--- src/rtl/dice_pkg.sv ---
// Shared types and constants for the dice roll controller.
package dice_pkg;

  typedef enum logic [1:0] {
    IDLE,
    ROLL,
    SETTLE,
    SHOW
  } dice_state_t;

  typedef logic [2:0] face_t;

  localparam face_t FACE_BLANK = 3'b000;

  // Length in cycles of settle step k: the interval doubles on every step.
  function automatic int unsigned settle_len(input int unsigned tick_div, input int unsigned k);
    return tick_div << (k + 1);
  endfunction

endpackage

--- src/rtl/dice_roll_controller_if.sv ---
// Button-in / face-out bundle between the board, the dice controller and the pip decoder.
interface dice_roll_controller_if;
  import dice_pkg::*;

  logic  roll;
  face_t face;
  logic  busy;
  logic  result_valid;
  logic  done;

  modport master (
    output roll,
    input  face, busy, result_valid, done
  );

  modport slave (
    input  roll,
    output face, busy, result_valid, done
  );

endinterface

--- src/rtl/dice_input_sync.sv ---
// Two-flop synchronizer for the raw roll button plus a rising-edge detect.
module dice_input_sync (
  input  logic clk,
  input  logic rst_n,
  input  logic roll,
  output logic roll_s,
  output logic roll_rise
);

  logic meta;
  logic sync;
  logic sync_d;

  always_ff @(posedge clk or negedge rst_n) begin
    if (!rst_n) begin
      meta   <= 1'b0;
      sync   <= 1'b0;
      sync_d <= 1'b0;
    end else begin
      meta   <= roll;
      sync   <= meta;
      sync_d <= sync;
    end
  end

  assign roll_s    = sync;
  assign roll_rise = sync & ~sync_d;

endmodule

--- src/rtl/dice_roll_controller.sv ---
// Roll / settle / show sequencer driving the eight_dice face select.
// Define DICE_AUTO_BLANK_EN to blank the display BLANK_CYCLES cycles after a result is shown.
module dice_roll_controller
  import dice_pkg::*;
#(
  parameter int unsigned TICK_DIV     = 2_500_000,
  parameter int unsigned SETTLE_STEPS = 4,
  parameter int unsigned BLANK_CYCLES = 250_000_000
) (
  input logic                    clk,
  input logic                    rst_n,
  dice_roll_controller_if.slave  bus
);

  localparam int unsigned CW        = $clog2(TICK_DIV << SETTLE_STEPS);
  localparam logic [CW-1:0] ROLL_LAST = CW'(TICK_DIV - 1);
  localparam logic [2:0]    LAST_STEP = 3'(SETTLE_STEPS - 1);

  if (TICK_DIV < 2 || SETTLE_STEPS < 1 || SETTLE_STEPS > 8 || BLANK_CYCLES < 1) begin : g_bad_param
    $error("dice_roll_controller: illegal parameter value");
  end

  logic          roll_s;
  logic          roll_rise;
  dice_state_t   state;
  face_t         face;
  logic [CW-1:0] cnt;
  logic [CW-1:0] settle_last;
  logic [2:0]    step;
  logic          done;

  dice_input_sync u_sync (
    .clk       (clk),
    .rst_n     (rst_n),
    .roll      (bus.roll),
    .roll_s    (roll_s),
    .roll_rise (roll_rise)
  );

  always_comb begin
    settle_last = CW'(settle_len(TICK_DIV, 32'(step)) - 1);
  end

`ifdef DICE_AUTO_BLANK_EN
  localparam int unsigned BW = $clog2(BLANK_CYCLES + 1);
  localparam logic [BW-1:0] BLANK_LAST = BW'(BLANK_CYCLES - 1);
  logic [BW-1:0] bcnt;
`endif

  always_ff @(posedge clk or negedge rst_n) begin
    if (!rst_n) begin
      state <= IDLE;
      face  <= FACE_BLANK;
      cnt   <= '0;
      step  <= '0;
      done  <= 1'b0;
`ifdef DICE_AUTO_BLANK_EN
      bcnt  <= '0;
`endif
    end else begin
      done <= 1'b0;
      unique case (state)
        IDLE: begin
          if (roll_rise) begin
            state <= ROLL;
            cnt   <= '0;
          end
        end
        ROLL: begin
          // A period completing on the release edge still counts; only a partial one is dropped.
          if (cnt == ROLL_LAST) begin
            cnt  <= '0;
            face <= face + 3'd1;
          end else begin
            cnt <= cnt + 1'b1;
          end
          if (!roll_s) begin
            state <= SETTLE;
            cnt   <= '0;
            step  <= '0;
          end
        end
        SETTLE: begin
          if (cnt == settle_last) begin
            cnt  <= '0;
            face <= face + 3'd1;
            step <= step + 3'd1;
            if (step == LAST_STEP) begin
              state <= SHOW;
              done  <= 1'b1;
`ifdef DICE_AUTO_BLANK_EN
              bcnt  <= '0;
`endif
            end
          end else begin
            cnt <= cnt + 1'b1;
          end
        end
        SHOW: begin
          if (roll_rise) begin
            state <= ROLL;
            cnt   <= '0;
          end
`ifdef DICE_AUTO_BLANK_EN
          else if (bcnt == BLANK_LAST) begin
            state <= IDLE;
            face  <= FACE_BLANK;
          end else begin
            bcnt <= bcnt + 1'b1;
          end
`endif
        end
        default: state <= IDLE;
      endcase
    end
  end

  assign bus.face         = face;
  assign bus.busy         = (state == ROLL) || (state == SETTLE);
  assign bus.result_valid = (state == SHOW);
  assign bus.done         = done;

endmodule

--- src/flat_wrapper.sv ---
// flat-port wrapper written by rule: the top's interface ports become plain ports
module dice_roll_controller_flat import dice_pkg::*;
#(
  parameter int unsigned TICK_DIV     = 2_500_000,
  parameter int unsigned SETTLE_STEPS = 4,
  parameter int unsigned BLANK_CYCLES = 250_000_000
)
  (clk, rst_n, bus_roll, bus_face, bus_busy, bus_result_valid, bus_done);
  dice_roll_controller_if bus_i ();
  input logic clk;
  input logic rst_n;
  input wire logic [$bits(bus_i.roll)-1:0] bus_roll;
  output wire logic [$bits(bus_i.face)-1:0] bus_face;
  output wire logic [$bits(bus_i.busy)-1:0] bus_busy;
  output wire logic [$bits(bus_i.result_valid)-1:0] bus_result_valid;
  output wire logic [$bits(bus_i.done)-1:0] bus_done;
  assign bus_i.roll = bus_roll;
  assign bus_face = bus_i.face;
  assign bus_busy = bus_i.busy;
  assign bus_result_valid = bus_i.result_valid;
  assign bus_done = bus_i.done;
  dice_roll_controller #(.TICK_DIV(TICK_DIV), .SETTLE_STEPS(SETTLE_STEPS), .BLANK_CYCLES(BLANK_CYCLES)) u_core (.clk(clk), .rst_n(rst_n), .bus(bus_i));
endmodule
--- config.mk ---
export PLATFORM = sky130hd
export DESIGN_NAME = dice_roll_controller_flat
export DESIGN_NICKNAME = d
export VERILOG_FILES = /design/src/rtl/dice_pkg.sv /design/src/rtl/dice_roll_controller_if.sv /design/src/rtl/dice_input_sync.sv /design/src/rtl/dice_roll_controller.sv /design/src/flat_wrapper.sv
export SDC_FILE = /design/constraint.sdc
export NUM_CORES = 1
export LEC_CHECK = 0
export ABC_AREA = 1
export ABC_CLOCK_PERIOD_IN_PS = 9500
export BUFFER_PORTS_ARGS = -buffer_cell sky130_fd_sc_hd__buf_2
export CORE_UTILIZATION = 68
export DETAILED_ROUTE_END_ITERATION = 10
export HOLD_SLACK_MARGIN = 0.06
export MAX_ROUTING_LAYER = met4
export PLACE_DENSITY = 0.86
export SLEW_MARGIN = 10
export SYNTH_ARGS = -nofsm -noshare
export SYNTH_HDL_FRONTEND = slang
export SYNTH_HIERARCHICAL = 1
export SYNTH_SLANG_ARGS = --single-unit
--- constraint.sdc ---
create_clock -name clk -period 9.5 [get_ports clk]
set_clock_uncertainty 0.1 [all_clocks]
set_input_delay 1.425 -clock clk [delete_from_list [all_inputs] [get_ports clk]]
set_output_delay 1.425 -clock clk [all_outputs]
set_load 0.02 [all_outputs]
# --- Word level (Yosys, flattened, before mapping) ---
# Index checks and enable logic that the tools add are counted.
totals:
  out_inout_bits: 6
  reg_bits: 38
op_classes:
  add_sub_neg: 5
  muxes: 19
  n_bitwise: 2
  n_shift: 1
  reduce_logical: 7
  eq_ne: 11
op_table:
  columns: ["op", "n"]
  rows:
  - ["$mux 26", 4]
  - ["$pmux 26 s3", 1]
  - ["$shl 22x32->26 const A", 1]
  - ["$add 26x1->26 const B", 1]
  - ["$eq 26x22->1 const B", 1]
  - ["$eq 26x26->1", 1]
  - ["$sub 26x1->26 const B", 1]
  - ["$mux 3", 4]
  - ["$pmux 3 s2", 2]
  - ["$mux 2", 4]
  - ["$ne 2x1->1 const B", 4]
  - ["$add 3x1->3 const B", 2]
  - ["$pmux 2 s3", 1]
  - ["$reduce_and 3->1", 2]
  - ["$add 3x1->4 const B", 1]
  - ["$eq 2x2->1 const B", 2]
  - ["$reduce_and 4->1", 1]
  - ["$eq 3x2->1 const B", 1]
  - ["$mux 1", 3]
  - ["$eq 2x1->1 const B", 1]
  - ["$logic_not 2->1", 1]
  - ["$ne 2x2->1 const B", 1]
  - ["$reduce_bool 2->1", 1]
  - ["$reduce_or 2->1", 1]
  - ["other kinds (3)", 3]

# --- Depth between registers and ports, before layout ---
depth:
  depth_word: 6
  ltp_mapped: 23
  ltp_nobuf: 21

# --- Hierarchy ---
# The synthesis kept the hierarchy.
by_module_without_submodules:
  columns: ["module", "area_each_um2", "cells_per_inst", "instances", "seq_area_each_um2"]
  rows:
  - ["dice_roll_controller", 3281.9, 492, 1, 875.8]
  - ["dice_input_sync", 85.1, 5, 1, 75.1]

# --- Least setup slack after synthesis ---
# Ideal clock, no wire load.
synth_timing:
  path_kind: "reg2reg"
  from: "register u_core.step[0]"
  to: "register u_core.cnt[9]"
  arrival_time_ns: 2.822
  stages_incl_launch_ff: 22
  setup_slack_ns: 6.465
  path_buffers: 2
  synth_period_minus_slack_ns: 3.035
  path_cell_list: "dfrtp_1 ha_1 ha_1 buf_4 nand2_1 inv_1 nand2_1 ha_1 nand2_2 nor2_2 nand2_2 nor2_4 nand2_2 xnor2_2 nand2_1 nor2_2 nand3_2 nand3_2 nand3_4 buf_6 nand2_1 inv_1"
synth_via:
  elab_chain_cells: 6
synth_lines:
  columns: ["element", "line_no", "rtl"]
  rows:
  - ["start: declaration", "dice_roll_controller.sv:29", "logic [2:0] step;"]
  - ["start signal: assignment", "dice_roll_controller.sv:87", "step <= step + 3'd1;"]
  - ["$add 3x1->4", "dice_pkg.sv:17", "return tick_div << (k + 1);"]
  - ["$shl 22x32->26", "dice_pkg.sv:17", null]
  - ["$sub 26x1->26", "dice_roll_controller.sv:41", "settle_last = CW'(settle_len(TICK_DIV, 32'(step)) - 1);"]
  - ["$eq 26x26->1", "dice_roll_controller.sv:84", "if (cnt == settle_last) begin"]
  - ["$mux 26", "dice_roll_controller.sv:84", null]
  - ["$pmux 26 s3", "dice_roll_controller.sv:62", "unique case (state)"]
  - ["end signal: assignment", "dice_roll_controller.sv:75", "cnt <= cnt + 1'b1;"]
  - ["end signal: assignment", "dice_roll_controller.sv:96", "cnt <= cnt + 1'b1;"]
  - ["end: declaration", "dice_roll_controller.sv:27", "logic [CW-1:0] cnt;"]
# Every way passes these cells.
# A chain may end at the register's enable or synchronous reset.

# --- Final worst setup path ---
layout_timing:
  from: "register u_core.step[0]"
  to: "register u_core.cnt[4]"
# The elaborated chain is that of the path after synthesis.

==> reports/qor.txt <==
Mux cell area share after synthesis: 0%
Final core area utilization: 74.08%
Standard-cell row count: 25
Synthesized-area fraction occupied by ao, oa, aoi and oai cells: 5.128%
DR vias: 3033
Share of the synthesized netlist area taken by xor and xnor gates: 12.08%
Root buffer cell: clkbuf_8
Number of nets in the synthesized netlist: 513
Number of buffers inserted for hold repair after clock tree synthesis: 0
Setup violation total in the final timing report: 0
Main combinational cell family by area after synthesis: simple AND/OR/NAND/NOR gates
Total clock sinks: 38
Ranking of synthesized cells by instance count: 149 x nand2_1, 82 x inv_1, 39 x xor2_1
End point of the worst hold path: u_core/u_sync/roll_s$_DFF_PN0_
Worst path required time: 9.58 ns
Status: complete, no violations
Min-Delay Path Class: flip-flop to flip-flop
Iter 0 DRT Violations: 266
Fraction of post-synthesis cell area in the top cell type by area: 28.24%
TritonCTS clock tree: built
Final setup TNS: 0 ns
FFs w/ async S/R, synth: 100.0%
Start of the worst register-to-register path: u_core/step[0]$_DFFE_PN0P_
Dpl hpwl: 5.965 mm
Max Fanout on Critical Path: 23
Worst Setup Path Type: flip-flop to flip-flop
RSZ-0062 raised after global routing: no
Clock insertion delay at the later pin of the skew report: 0.29 ns
Post-Syn Instances: 497
Total wirelength of the detailed-routed design: 7.772 mm
Combinational fraction of design power: 57.5%
Total routing usage reported by global routing: 34.18%
Antenna fix cells: 0
Number of cells on the worst hold path: 0
Starting utilization of the core area: 70.82%
Sequential fraction of the synthesis area: 28.24%
Minimum clock period: 3.734 ns
Summed area of non-filler cells in the final layout: 3522 um2
Area growth from synthesis to layout: 4.608%
Number of buffers added by the clock tree synthesis step: 5
Basic-gate share of the synthesized area counting and, or, nand and nor cells: 37.72%
Net Sw Power: 0.3916 mW
Fmax: 0.2678 GHz
Worst-margin pin slew: 0.8400 ns
Average wire per standard cell: 13.71 um
Total congestion overflow after global routing: 0
Number of storage elements in the synthesis netlist: 38
Startpoint type of the worst setup path: flip-flop
Cell internal power dissipation: 0.4050 mW
Top cells by area, synth: dfrtp_1 28%, nand2_1 17%, xor2_1 10%
Power after layout: 0.7966 mW
Clock power share: 17.5%
Power density over the cells: 226.2 nW/um2
Ratio of routed vias to standard cells: 5.349
Routability cong.: 0.9463
Hold Violations, Final: 0
Cell area after synthesis: 3367 um2
CP endpoint kind: flip-flop
Post-CTS Setup Repair Bufs: 0
Dominant synthesized flop cell: dfrtp_1
Syn Area/Cell: 6.775 um2
Smallest hold slack: 0.2500 ns
Number of global-route vias before repair: 2962
Distinct cell type count after synthesis: 35
Worst rel slew slack: 44.00%
Leakage: 1.902 nW
Area inside the core boundary: 4755 um2
First-pass GRT wire length: 13.28 mm
Most instantiated library cell after synthesis: nand2_1
Crit share post-route: 39.31%
Clock transition at the register clock pins on the worst setup and hold paths after CTS: 0.07 ns
Final layout net count: 516
IO Port Bufs: 8
Cells resized by post-CTS repair: 0
Arrival time of data at the critical path endpoint: 3.82 ns
Power share of the sequential group: 25.0%
Fraction of final layout cells with drive strength greater than 1: 9.800%
Worst-case vdd ir drop: 138.6 uV
Dominant cell type by area after synthesis: dfrtp_1
Fraction of power spent switching nets: 49.16%
Number of remaining DRC errors: 0
Max-capacitance violation count: 0
# H-tree levels: 2
Die Wd: 72.37 um
R2R depth: 17
Die height: 72.37 um
Pin count of the biggest net entering global routing: 39
Total number of yosys warnings: 6
Count of boundary I/O pins: 9
Die Area: 5237 um2
Count of antenna-violating nets left after detailed routing: 0
Adder-Cell Fraction of Synth Area: 4.831%
Area after DPL: 3410 um2
Reg-to-reg critical path endpoint: u_core/cnt[4]$_DFFE_PN0N_
Worst setup slack for register-to-register paths: 5.77 ns
DRT Pass-1 Iters: 5
Initial antenna violation count: 0
Final Slew Violations: 0
Post-synth EDFFs: 0
Beginning of the worst hold path: u_core/u_sync/meta$_DFF_PN0_
Buffer depth of the longest clock path: 2
[worst max-delay path, stage by stage, from the launching register on]
cell,delay [ns]
dfrtp_1,0.45
ha_1,0.29
ha_1,0.46
inv_2,0.24
nand2_1,0.12
nand2_1,0.10
nand2_1,0.15
o21ai_2,0.15
nand2_1,0.11
nor2_2,0.22
nand2_1,0.10
xor2_1,0.20
nand2_1,0.09
nor2_2,0.11
nand3_2,0.11
nand3_2,0.13
nand3_4,0.24
and2_1,0.24
[cells in the final DEF (no fill, tap or decap), types with 2 or more instances in the layout]
cell,instances
a21oi_1,3
a31oi_1,2
buf_2,8
clkbuf_8,6
dfrtp_1,38
ha_1,13
inv_1,82
inv_2,4
nand2_1,149
nand2_2,10
nand3_1,33
nand3_2,6
nand4_1,13
nor2_1,34
nor2_2,6
nor2_4,2
nor3_1,10
nor4_1,9
o21ai_0,12
o21ai_1,5
o21ai_2,2
xnor2_1,3
xor2_1,39
[registers in the layout, summed over array words and instances (netlist names)]
signal	count
u_core/cnt	26
u_core/bus.face	3
u_core/step	3
u_core/state	2
u_core/bus.done	1
u_core/u_sync/meta	1
u_core/u_sync/roll_s	1
u_core/u_sync/sync_d	1
[per-stage QoR]
stage                     instances  setup WS [ns]
after floorplan                 497          6.465
after global placement          560          5.987
after detailed placement        560          5.831
after CTS                       567          5.804
after global routing            567          5.465
final                           567          5.766
[cell type report]
type,count,area [um2]
Clock buffer,6,82.58
Clock inverter,1,30.03
Fill cell,387,1232
Inverter,86,322.8
Multi-Input combinational cell,361,2012
Sequential cell,38,950.9
Tap cell,67,83.83
Timing Repair Buffer,8,40.04
[power by group through the flow]
stage | clock network (mW) | registers, mW | logic (mW)
after global routing | 0.150 | 0.202 | 0.519
after CTS | 0.142 | 0.199 | 0.453
after global placement | 0 | 0.201 | 0.437
after detailed placement | 0 | 0.202 | 0.448
after floorplan | 0 | 0.206 | 0.365
final | 0.139 | 0.199 | 0.458
[layer usage]
| layer | GRT usage (%) | share of wire (%) | vias up |
|---|---|---|---|
| met5 | - | 0 | - |
| met2 | 55.24 | 48 | 105 |
| met4 | 11.98 | 2.0 | 0 |
| met3 | 5.972 | 6.2 | 19 |
| met1 | 43.25 | 44 | 1366 |
| li1 | - | - | 1543 |
[cells by family (layout without fill, tap and decap cells)]
group	after synthesis	count (layout)
xor+xnor	44	44
compound gates	27	27
simple gates	277	277
fa+ha+maj	13	13
buf+inv	98	101
flops	38	38
[worst max path at each step]
stage                     slack [ns]                        end  cells after the start                        from
final                           5.77  u_core/cnt[4]$_DFFE_PN0N_                     17  u_core/step[0]$_DFFE_PN0P_
after global routing            5.46  u_core/cnt[4]$_DFFE_PN0N_                     17  u_core/step[0]$_DFFE_PN0P_
after CTS                       5.80  u_core/cnt[4]$_DFFE_PN0N_                     17  u_core/step[0]$_DFFE_PN0P_
after detailed placement        5.83  u_core/cnt[4]$_DFFE_PN0N_                     17  u_core/step[0]$_DFFE_PN0P_
after global placement          5.99  u_core/cnt[4]$_DFFE_PN0N_                     17  u_core/step[0]$_DFFE_PN0P_
after floorplan                 6.46  u_core/cnt[9]$_DFFE_PN0N_                     21  u_core/step[0]$_DFFE_PN0P_
(Power assumes the default switching activity.)
